## src/rtl/router_vcarb_rr.sv

```systemverilog
// Per-VC ownership arbiter: each VC independently grants one requester and holds it until release.
// Define ROUTER_VCARB_RR_EN for round-robin selection; otherwise lowest requesting index wins.
module router_vcarb_rr #(
  parameter int unsigned NO_OF_REQS = 15,
  parameter int unsigned NO_OF_VCS  = 2,
  localparam int unsigned OWNW      = $clog2(NO_OF_REQS)
) (
  input  logic                            Clk,
  input  logic                            Rst,
  input  logic [NO_OF_VCS*NO_OF_REQS-1:0] Port_vc_arb_req,
  input  logic [NO_OF_VCS-1:0]            Port_vc_release,
  output logic [NO_OF_VCS*NO_OF_REQS-1:0] Port_vc_arb_grant,
  output logic [NO_OF_VCS-1:0]            Port_vc_usage,
  output logic [NO_OF_VCS*OWNW-1:0]       Port_vc_owner
);

  localparam logic [0:0] ST_IDLE = 1'b0;
  localparam logic [0:0] ST_BUSY = 1'b1;

  for (genvar v = 0; v < NO_OF_VCS; v++) begin : g_vc
    logic [NO_OF_REQS-1:0] req_v;
    logic                  rel_v;
    logic [0:0]            state_q, state_d;
    logic [NO_OF_REQS-1:0] grant_q, grant_d;
    logic [OWNW-1:0]       owner_q, owner_d;
    logic                  usage_q, usage_d;
    logic [OWNW-1:0]       win;

    assign req_v = Port_vc_arb_req[v*NO_OF_REQS +: NO_OF_REQS];
    assign rel_v = Port_vc_release[v];

`ifdef ROUTER_VCARB_RR_EN
    logic [OWNW-1:0] ptr_q, ptr_d;

    // Walk offsets downward so the smallest offset from the pointer wins.
    always_comb begin : p_pick
      int unsigned idx;
      win = '0;
      idx = 0;
      for (int i = NO_OF_REQS - 1; i >= 0; i--) begin
        idx = 32'(ptr_q) + 32'(i);
        if (idx >= NO_OF_REQS) idx = idx - NO_OF_REQS;
        if (req_v[OWNW'(idx)]) win = OWNW'(idx);
      end
    end
`else
    // Downward walk leaves the lowest requesting index as the winner.
    always_comb begin : p_pick
      win = '0;
      for (int i = NO_OF_REQS - 1; i >= 0; i--) begin
        if (req_v[OWNW'(i)]) win = OWNW'(i);
      end
    end
`endif

    // Next-state and next-output logic for the IDLE/BUSY ownership FSM.
    always_comb begin : p_next
      state_d = state_q;
      grant_d = grant_q;
      owner_d = owner_q;
      usage_d = usage_q;
`ifdef ROUTER_VCARB_RR_EN
      ptr_d   = ptr_q;
`endif
      case (state_q)
        ST_IDLE: begin
          if (|req_v) begin
            state_d = ST_BUSY;
            grant_d = NO_OF_REQS'(1) << win;
            owner_d = win;
            usage_d = 1'b1;
`ifdef ROUTER_VCARB_RR_EN
            ptr_d   = (win == OWNW'(NO_OF_REQS - 1)) ? '0 : win + OWNW'(1);
`endif
          end else begin
            grant_d = '0;
            owner_d = '0;
            usage_d = 1'b0;
          end
        end
        ST_BUSY: begin
          if (rel_v) begin
            state_d = ST_IDLE;
            grant_d = '0;
            owner_d = '0;
            usage_d = 1'b0;
          end
        end
        default: begin
          state_d = ST_IDLE;
          grant_d = '0;
          owner_d = '0;
          usage_d = 1'b0;
        end
      endcase
    end

    always_ff @(posedge Clk) begin : p_state
      if (Rst) begin
        state_q <= ST_IDLE;
        grant_q <= '0;
        owner_q <= '0;
        usage_q <= 1'b0;
`ifdef ROUTER_VCARB_RR_EN
        ptr_q   <= '0;
`endif
      end else begin
        state_q <= state_d;
        grant_q <= grant_d;
        owner_q <= owner_d;
        usage_q <= usage_d;
`ifdef ROUTER_VCARB_RR_EN
        ptr_q   <= ptr_d;
`endif
      end
    end

    assign Port_vc_arb_grant[v*NO_OF_REQS +: NO_OF_REQS] = grant_q;
    assign Port_vc_owner[v*OWNW +: OWNW]                 = owner_q;
    assign Port_vc_usage[v]                              = usage_q;
  end

endmodule

```

## config.mk

```make
export PLATFORM = sky130hd
export DESIGN_NAME = router_vcarb_rr
export DESIGN_NICKNAME = d
export VERILOG_FILES = /design/src/rtl/router_vcarb_rr.sv
export SDC_FILE = /design/constraint.sdc
export NUM_CORES = 1
export LEC_CHECK = 0
export BUFFER_PORTS_ARGS = -buffer_cell sky130_fd_sc_hd__buf_2
export CAP_MARGIN = 40
export CORE_ASPECT_RATIO = 1.5
export CORE_MARGIN = 3
export CORE_UTILIZATION = 25
export CTS_BUF_LIST = sky130_fd_sc_hd__clkbuf_8
export CTS_CLUSTER_SIZE = 28
export DETAILED_ROUTE_END_ITERATION = 12
export PLACE_DENSITY = 0.6
export SYNTH_ARGS = -nofsm -noshare
export SYNTH_HDL_FRONTEND = slang
export SYNTH_SLANG_ARGS = --single-unit
```

## constraint.sdc

```tcl
create_clock -name Clk -period 1.57 [get_ports Clk]
set_clock_uncertainty 0.1 [all_clocks]
set_input_delay 0.2355 -clock Clk [delete_from_list [all_inputs] [get_ports Clk]]
set_output_delay 0.2355 -clock Clk [all_outputs]
set_load 0.01 [all_outputs]
```

==> impl_metrics.csv <==
group,metric,value,unit
pwr,power.leakage,0.794,nW
pwr,power.switching,332,µW
logic_synthesis,synth_flop_cell,"dfxtp_1",
floorplan,num_rows,30,
grt,grtUsageMet1,0.105,
floorplan,die_height,92.6,µm
detailed_routing,drt_iter0_drc,20,
place,postPlaceCellArea,1620,µm²
status,status,"completed",
finish,final_cell_mix,"buf_2, dfxtp_1, nor2_1, conb_1, nand2_1",
logic_synthesis,ys_warn_count,0,
logic_synthesis,async_flop_share,0,
clock_network,insertion_delay,0.26,ns
floorplan,core_area,4690,µm²
finish,final_common_cell,"buf_2",
detailed_routing,antenna_left,0,
pwr,p_sw_frac,0.257,
pwr,powerDensity,779,nW/µm²
logic_synthesis,avgSynthCellArea,8.56,µm²
logic_synthesis,ys_seq_elements,26,
grt,met2_usage,0.201,
detailed_routing,totalWireLength,3.03,mm
place,io_buffers,57,
critical_path,r2r_end,"g_vc[1].state_q",
finish,final_nets,248,
grt,gr-max-usage-layer,"met2",
timing,final_hold_viol_count,0,
detailed_routing,dr_total_vias,1206,
critical_path,cp-startpoint,"g_vc[1].state_q",
critical_path,arrival,1.40,ns
timing,period_needed,1.35,ns
pwr,p_comb_frac,0.171,
finish,n_antenna_cell,0,
logic_synthesis,synth_cell_types,38,
critical_path,required,1.62,ns
finish,drive_above_1_share,0.373,
pwr,pwr-share-seq,0.549,
pwr,cell_internal_pwr,960,µW
timing,finalSetupViolations,0,
clock_network,cts_max_path_buffers,2,
clock_network,cts_hold_buf,0,
logic_synthesis,ys_top_cells_by_area,"dfxtp_1, buf_4, nor2_1",
clock_network,cts_root_buf,"clkbuf_8",
hold_path,holdPathStages,3,
timing,period_share,0.858,
grt,grt-ovfl-total,0,
critical_path,worst-setup-path-type,"reg2reg",
grt,grt_pass1_vias,1148,
grt,grt_max_degree,15,
logic_synthesis,ys_seq_area_frac,0.416,
timing,fin_tns_setup,0,ns
clock_network,cts_sinks,26,
critical_path,reg2reg_depth,4,
logic_synthesis,synth_top_area_cell,"dfxtp_1",
detailed_routing,drt_drc_violations_left,0,
detailed_routing,avgViaCountPerCell,4.37,
place,dp_hpwl,2.59,mm
clock_network,cts_tree,"built",
finish,fin_area,1660,µm²
floorplan,die-area,5900,µm²
grt,grtUsageMet3,0.0231,
clock_network,htree_levels,1,
grt,grt.total_usage,0.104,
critical_path,startpoint_type,"register",
grt,antenna_found_initial,0,
detailed_routing,first_pass_iters,4,
logic_synthesis,synth-edff-count,0,
logic_synthesis,syn_inst,146,
floorplan,io_pins,74,
logic_synthesis,synth_area,1250,µm²
pwr,p_clk_frac,0.280,
timing,rsz0062_at_grt,"false",
clock_network,cts_made_buffers,3,
clock_network,post_cts_resized,0,
clock_network,path_clk_slew,0.08,ns
critical_path,end_kind,"register",
pwr,ir_worst_vdd,303,µV
finish,regArea,520,µm²
finish,fill_cells,506,
job,cap_violations,0,
detailed_routing,wl_per_cell,11.0,µm
grt,grt_pass1_wl,4.93,mm
timing,drv_slew,0,
critical_path,reg2reg_setup_slack,0.22,ns
finish,area_delta_synth_final,32.7,%
hold_path,holdCritPathClass,"in2reg",
clock_network,cts_setup_buffers,0,
logic_synthesis,synth_top_area_share,0.416,
finish,multiInputGateArea,623,µm²
timing,fmax,743,MHz
critical_path,worstPathMaxFanout,9,
critical_path,critPathCapture,"g_vc[1].state_q",
place,gp_congestion,0.767,
floorplan,start_util,0.266,
critical_path,r2r-start,"g_vc[1].state_q",
floorplan,die_x,63.7,µm
## Yosys cell counts, drive strengths merged (2+ instances only)
| cell type | n |
|---|---|
| a21oi | 2 |
| clkbuf | 4 |
| a32o | 3 |
| nor2b | 3 |
| nand3b | 2 |
| nand2 | 15 |
| a22o | 2 |
| dfxtp | 26 |
| nand4 | 2 |
| nor2 | 18 |
| a31oi | 3 |
| nor4 | 4 |
| and2 | 2 |
| o21ai | 6 |
| inv | 3 |
| buf | 18 |
| nor3 | 5 |
| a22oi | 2 |
| a211oi | 2 |
| nand2b | 5 |
| nand3 | 2 |
| o31ai | 5 |
## through the flow
stage	cells	util	hold slack [ns]	total power, mW	setup slack (ns)
final	276	0.354	0.192	1.29	0.224
after CTS	276	0.354	0.188	1.31	0.225
after floorplan	161	-	0.236	0.865	0.163
after global placement	273	0.345	0.331	0.947	0.0559
after global routing	276	0.354	0.190	1.37	0.164
after detailed placement	273	0.345	0.330	0.949	0.0283
## power groups by stage
stage | Clock, mW | Combinational (mW) | Sequential [mW]
floorplan | 0 | 0.140 | 0.725
global placement | 0 | 0.222 | 0.725
detailed placement | 0 | 0.223 | 0.726
CTS | 0.381 | 0.224 | 0.710
global route | 0.404 | 0.246 | 0.715
finish | 0.362 | 0.221 | 0.709
## sequential cells by signal, indices dropped and copies added, names as in the netlist
signal	count
g_vc.grant_q	16
g_vc.owner_q	6
g_vc.usage_q	2
g_vc.state_q	2
## metal layers
layer | up-vias | routed length, µm
met1 | 541 | 1200
met5 | - | 0
met4 | 0 | 29
met3 | 2 | 192
met2 | 44 | 1610
li1 | 619 | -
## how the worst min path moves through the flow
stage	startpoint	to	slack, ns
2_1_floorplan	Port_vc_arb_req[0]	g_vc[0].grant_q[7]	0.24
3_3_place_gp	g_vc[0].owner_q[0]	g_vc[0].owner_q[0]	0.33
3_5_place_dp	g_vc[0].usage_q	g_vc[0].usage_q	0.33
4_1_cts	Port_vc_release[1]	g_vc[1].grant_q[0]	0.19
5_1_grt	Port_vc_release[1]	g_vc[1].grant_q[0]	0.19
6_report	Port_vc_release[1]	g_vc[1].grant_q[0]	0.19
## cell type report
| type | instances | share of cell area |
|---|---|---|
| clock buffers | 3 | 0.0249 |
| inverters | 3 | 0.00679 |
| multi-input cells | 110 | 0.376 |
| flip-flops and latches | 26 | 0.314 |
| well taps | 64 | 0.0483 |
| repair buffers | 70 | 0.231 |
## cell families (layout without fill, tap and decap cells)
family                 Yosys count  in the layout  share of synthesized area
buffers and inverters           25             76                      0.130
AO/OA/AOI/OAI                   28             28                      0.161
flip-flops                      26             26                      0.416
AND/OR/NAND/NOR                 66             66                      0.289
other                            1             16                    0.00300
## worst max-delay path: stages (launching register included)
cell and delay (ns):
dfxtp_1 0.38, nor2b_1 0.18, nor2b_1 0.13, buf_4 0.17, or2_2 0.29
Note: power is estimated with default switching activity, not from simulation.
